**src/rtl/pq_drain_sequencer.sv**
```systemverilog
`default_nettype none
// ============================================================================
// pq_drain_sequencer: pops a priority queue head, paces pops, streams via FIFO.
// Optional PQ_DRAIN_ABORT_EN adds i_abort. Rev 1.0
// ============================================================================
module pq_drain_sequencer #(
  parameter int DATA_WIDTH    = 16,
  parameter int QUEUE_SIZE    = 4,
  parameter int SETTLE_CYCLES = 1,
  parameter int BUF_DEPTH     = 2
) (
  input  logic                        i_CLK,
  input  logic                        i_RST,
  input  logic                        i_start,
  input  logic [$clog2(QUEUE_SIZE):0] i_count,
  input  logic                        i_q_empty,
  input  logic [DATA_WIDTH-1:0]       i_q_data,
  output logic                        o_q_read,
  output logic                        o_valid,
  output logic [DATA_WIDTH-1:0]       o_data,
  input  logic                        i_ready,
`ifdef PQ_DRAIN_ABORT_EN
  input  logic                        i_abort,
`endif
  output logic                        o_busy,
  output logic                        o_done,
  output logic [$clog2(QUEUE_SIZE):0] o_drained
);

  localparam int CW = $clog2(QUEUE_SIZE) + 1;
  localparam int SW = $clog2(SETTLE_CYCLES + 1);
  localparam int AW = $clog2(BUF_DEPTH);
  localparam int PW = AW + 1;

  typedef enum logic [2:0] {
    S_IDLE   = 3'd0,
    S_POP    = 3'd1,
    S_SETTLE = 3'd2,
    S_FLUSH  = 3'd3,
    S_DONE   = 3'd4
  } state_t;

  state_t                state_q, state_d;
  logic [CW-1:0]         rem_q, rem_d;
  logic [CW-1:0]         drained_q, drained_d;
  logic                  bounded_q, bounded_d;
  logic [SW-1:0]         settle_q, settle_d;
  logic [DATA_WIDTH-1:0] mem_q [BUF_DEPTH];
  logic [DATA_WIDTH-1:0] mem_d [BUF_DEPTH];
  logic [PW-1:0]         wr_q, wr_d, rd_q, rd_d;

  logic [PW-1:0] fill;
  logic          buf_empty, buf_full, buf_rd, abort_act, pop_go;

  assign fill      = wr_q - rd_q;
  assign buf_empty = (fill == '0);
  assign buf_full  = fill[AW];
  assign buf_rd    = !buf_empty && i_ready;

`ifdef PQ_DRAIN_ABORT_EN
  assign abort_act = i_abort && (state_q != S_IDLE) && (state_q != S_DONE);
`else
  assign abort_act = 1'b0;
`endif

  // A full buffer may still accept a pop in the cycle its head is being read.
  assign pop_go = (state_q == S_POP) && !i_q_empty && !(bounded_q && (rem_q == '0))
                  && (!buf_full || buf_rd) && !abort_act;

  always_comb begin
    state_d   = state_q;
    rem_d     = rem_q;
    drained_d = drained_q;
    bounded_d = bounded_q;
    settle_d  = settle_q;
    mem_d     = mem_q;
    wr_d      = wr_q;
    rd_d      = buf_rd ? rd_q + PW'(1) : rd_q;

    case (state_q)
      S_IDLE: begin
        if (i_start) begin
          rem_d     = i_count;
          bounded_d = (i_count != '0);
          drained_d = '0;
          state_d   = S_POP;
        end
      end
      S_POP: begin
        if (i_q_empty || (bounded_q && (rem_q == '0))) begin
          state_d = S_FLUSH;
        end else if (pop_go) begin
          mem_d[wr_q[AW-1:0]] = i_q_data;
          wr_d      = wr_q + PW'(1);
          rem_d     = rem_q - CW'(1);
          drained_d = drained_q + CW'(1);
          settle_d  = SW'(SETTLE_CYCLES);
          state_d   = S_SETTLE;
        end
      end
      S_SETTLE: begin
        if (settle_q <= SW'(1)) begin
          state_d = S_POP;
        end else begin
          settle_d = settle_q - SW'(1);
        end
      end
      S_FLUSH: begin
        if (buf_empty) begin
          state_d = S_DONE;
        end
      end
      S_DONE:  state_d = S_IDLE;
      default: state_d = S_IDLE;
    endcase

    // Abort drops everything buffered by collapsing the read pointer onto the write pointer.
    if (abort_act) begin
      state_d = S_DONE;
      wr_d    = wr_q;
      rd_d    = wr_q;
    end
  end

  always_ff @(posedge i_CLK) begin
    if (i_RST) begin
      state_q   <= S_IDLE;
      rem_q     <= '0;
      drained_q <= '0;
      bounded_q <= 1'b0;
      settle_q  <= '0;
      mem_q     <= '{default: '0};
      wr_q      <= '0;
      rd_q      <= '0;
    end else begin
      state_q   <= state_d;
      rem_q     <= rem_d;
      drained_q <= drained_d;
      bounded_q <= bounded_d;
      settle_q  <= settle_d;
      mem_q     <= mem_d;
      wr_q      <= wr_d;
      rd_q      <= rd_d;
    end
  end

  assign o_q_read  = pop_go;
  assign o_valid   = !buf_empty;
  assign o_data    = mem_q[rd_q[AW-1:0]];
  assign o_busy    = (state_q != S_IDLE);
  assign o_done    = (state_q == S_DONE);
  assign o_drained = drained_q;

endmodule
`default_nettype wire

```
**config.mk**
```make
export PLATFORM = sky130hd
export DESIGN_NAME = pq_drain_sequencer
export DESIGN_NICKNAME = d
export VERILOG_FILES = /design/src/rtl/pq_drain_sequencer.sv
export SDC_FILE = /design/constraint.sdc
export NUM_CORES = 1
export LEC_CHECK = 0
export ABC_AREA = 1
export CAP_MARGIN = 20
export CORE_ASPECT_RATIO = 2
export CORE_UTILIZATION = 47
export DETAILED_ROUTE_END_ITERATION = 10
export PLACE_DENSITY = 0.75
export SKIP_LAST_GASP = 1
export SLEW_MARGIN = 20
export SYNTH_ARGS = -nofsm -noshare
export SYNTH_HDL_FRONTEND = slang
export SYNTH_SLANG_ARGS = --single-unit
```
**constraint.sdc**
```tcl
create_clock -name i_CLK -period 1.9 [get_ports i_CLK]
set_input_delay 0.38 -clock i_CLK [delete_from_list [all_inputs] [get_ports i_CLK]]
set_output_delay 0.38 -clock i_CLK [all_outputs]
set_load 0.02 [all_outputs]
```
==> flow_metrics.py <==
metrics = {
    "floorplanning": {
        "fp-row-count": 37,
        "core_um2": 5180,
        "die_area_um2": 5710,
        "io_pins": 47,
        "start_util": 0.489,
        "die_w_um": 53.9,
        "die_y_um": 106,
    },
    "critical_path": {
        "worst-path-stages": 3,
        "r2r_cells": 11,
        "cp.required_ps": 1520,
        "end_kind": "output port",
        "r2r_setup_slack_ps": 220,
        "crit_path_max_incr_delay_ps": 370,
        "cp_data_arrival_time_ps": 1460,
        "crit_fanout": 34,
        "critPathSlowestCell": "dlygate4sd2_1",
        "critical_path.cell_chain": "buf_12 -> o21ai_0 -> dlygate4sd2_1",
        "path_buf_inv": 2,
        "timing_worst_setup_path_type": "register to output port",
        "startpoint_type": "register",
        "crit_family": "buffers and inverters",
    },
    "clock_tree": {
        "numCtsBuffers": 5,
        "h-tree-depth": 2,
        "numClockSinks": 46,
        "cts_tree": "done",
        "clockRootBuffer": "clkbuf_8",
        "path_clk_slew_ps": 80,
        "insertion_delay_ps": 290,
        "clockBufferDepth": 2,
    },
    "detailed_routing": {
        "drc": 0,
        "drtAntennaViolNets": 0,
        "routedWlPerCell_um": 10.2,
        "drt-vias-per-instance": 4.57,
        "drtPass1Iterations": 4,
        "routed_wl_mm": 5.37,
        "initialDrtViolationCount": 23,
        "vias": 2397,
    },
    "logic_synthesis": {
        "synth_top_cell_by_area": "dfxtp_1",
        "syn_inst": 410,
        "synth-seq-cells": 46,
        "synthFlopType": "dfxtp_1",
        "ys_warn_count": 0,
        "syn_area_per_cell_um2": 6.19,
        "synth_common_cells": "131 x nand2_1, 97 x inv_1, 47 x nor2_1",
        "synth_area_um2": 2540,
        "synthArstFlopShare": 0,
        "yosysMostFrequentCell": "nand2_1",
        "synth_edf_count": 0,
        "synthTopCellsByArea": "dfxtp_1 36%, nand2_1 19%, inv_1 14%, nor2_1 7.0%, o21ai_0 4.5%",
        "ys_seq_area_frac": 0.363,
        "yosysUniqueCellTypes": 27,
        "synth_top_area_frac": 0.363,
        "synth_nets": 438,
    },
    "cells_and_area": {
        "layout-drive-gt1-share": 0.120,
        "area_delta_synth_final_pct": 28.3,
        "n_fill_cell": 500,
        "register_area_um2": 922,
        "antenna_cells": 0,
        "multi_input_area_um2": 1170,
        "final_nets": 494,
    },
    "timing": {
        "fmax_mhz": 543,
        "hold_ws_ps": 480,
        "min_period_ps": 1840,
        "skew_ps": 7.89,
        "worstMarginPinSlew_ps": 289,
        "grt_setup_unrepaired": "false",
        "tns_ps": 0,
        "slew_headroom": 0.805,
        "post-route-period-util": 0.970,
        "finalSetupViolations": 0,
        "final-hold-violation-count": 0,
        "slew_violations": 0,
    },
    "placed_design": {
        "hpwl_mm": 3.85,
        "routabilityCongestion": 0.777,
        "io_buffers": 46,
    },
    "power_and_ir_drop": {
        "peakVddDrop_uv": 764,
        "powerDensity_nw_per_um2": 790,
        "p_leak_nw": 1.69,
    },
    "status": {
        "status": "finished clean",
    },
    "global_route": {
        "antenna_found_initial": 0,
        "grt_max_degree": 35,
        "grtUsageTotal": 0.210,
        "grt_pass1_vias": 2208,
        "grt-ovfl-total": 0,
        "grt_pass1_wl_mm": 8.87,
    },
    "job": {
        "cap_viol_max_count": 0,
    },
    "hold_path": {
        "hold_path_depth": 2,
        "hp-class": "register to register",
    },
}
-- state kept, by name, summed over array words and instances, names as in the netlist --
name	cells
rem_q	3
o_drained	3
mem_q	32
rd_q	2
bounded_q	1
state_q	3
wr_q	2
-- per-stage QoR --
| step | cell area, um^2 | total power [mW] | cells | utilization | setup WS [ps] |
|---|---|---|---|---|---|
| after detailed placement | 3150 | 1.92 | 516 | 0.607 | -260 |
| after global placement | 3150 | 1.90 | 516 | 0.607 | -245 |
| after global routing | 3250 | 2.72 | 525 | 0.627 | 0.0825 |
| final | 3250 | 2.57 | 525 | 0.627 | 57.9 |
| after floorplan | 2540 | 1.59 | 410 | - | 183 |
| after CTS | 3230 | 2.59 | 524 | 0.623 | -200 |
-- cell type report --
class / count / share of cell area
Tap cell: 58 / 0.0223
Sequential cell: 46 / 0.283
Clock buffer: 7 / 0.0235
Multi-Input combinational cell: 249 / 0.359
Clock inverter: 1 / 0.00923
Inverter: 102 / 0.119
Timing Repair Buffer: 62 / 0.183
-- per-layer routing --
metal | share of wire | track usage
met1 | 0.39 | 0.199
met2 | 0.57 | 0.407
met3 | 0.027 | 0.0404
met4 | 0.015 | 0.0695
met5 | 0 | 0
-- cell usage in the layout (no fill, tap or decap), types with 7 or more instances in the layout --
| cell | Yosys | routed |
|---|---|---|
| dlygate4sd2_1 | 0 | 17 |
| buf_4 | 2 | 14 |
| dfxtp_1 | 46 | 45 |
| nand2_1 | 131 | 130 |
| clkdlybuf4s50_1 | 0 | 26 |
| nor2_1 | 47 | 46 |
| inv_1 | 97 | 97 |
| nand2_2 | 13 | 14 |
| o21ai_0 | 23 | 23 |
| a21oi_1 | 7 | 7 |
-- worst paths after layout --
| check | startpoint | endpoint |
|---|---|---|
| max | rd_q[0] | o_data[4] |
| min | bounded_q | bounded_q |
| max reg2reg | rem_q[0] | rem_q[1] |
| min reg2reg | bounded_q | bounded_q |
-- power breakdown --
group / internal [mW] / switching (mW)
combinational: 0.332 / 0.460
clock: 0.394 / 0.311
sequential: 1.04 / 0.0385
total: 1.76 / 0.809
-- worst register-to-register path, delay by kind of cell (launching register included) --
family                     cells  cell delay (ps)
and+or+nand+nor                7              740
DFF                            1              340
adders and majority gates      1              180
buffers and inverters          3              330
-- repair_timing --
item,in CTS,in global routing
hold endpoints to repair,0,0
buffers inserted,0,1
hold buffers,0,0
cloned,0,0
resized for setup,20,10
endpoints found under the setup margin,19,4
pin swaps,0,2
-- kinds of logic after synthesis --
logic type,after synthesis,synth area share
DFF,46,0.363
AOI/OAI and AO/OA,32,0.0656
adders and majority gates,4,0.0197
buffers and inverters,115,0.182
and+or+nand+nor,211,0.363
xor gates and xnor gates,2,0.00691
No activity file was read; power rests on OpenSTA's default activity.
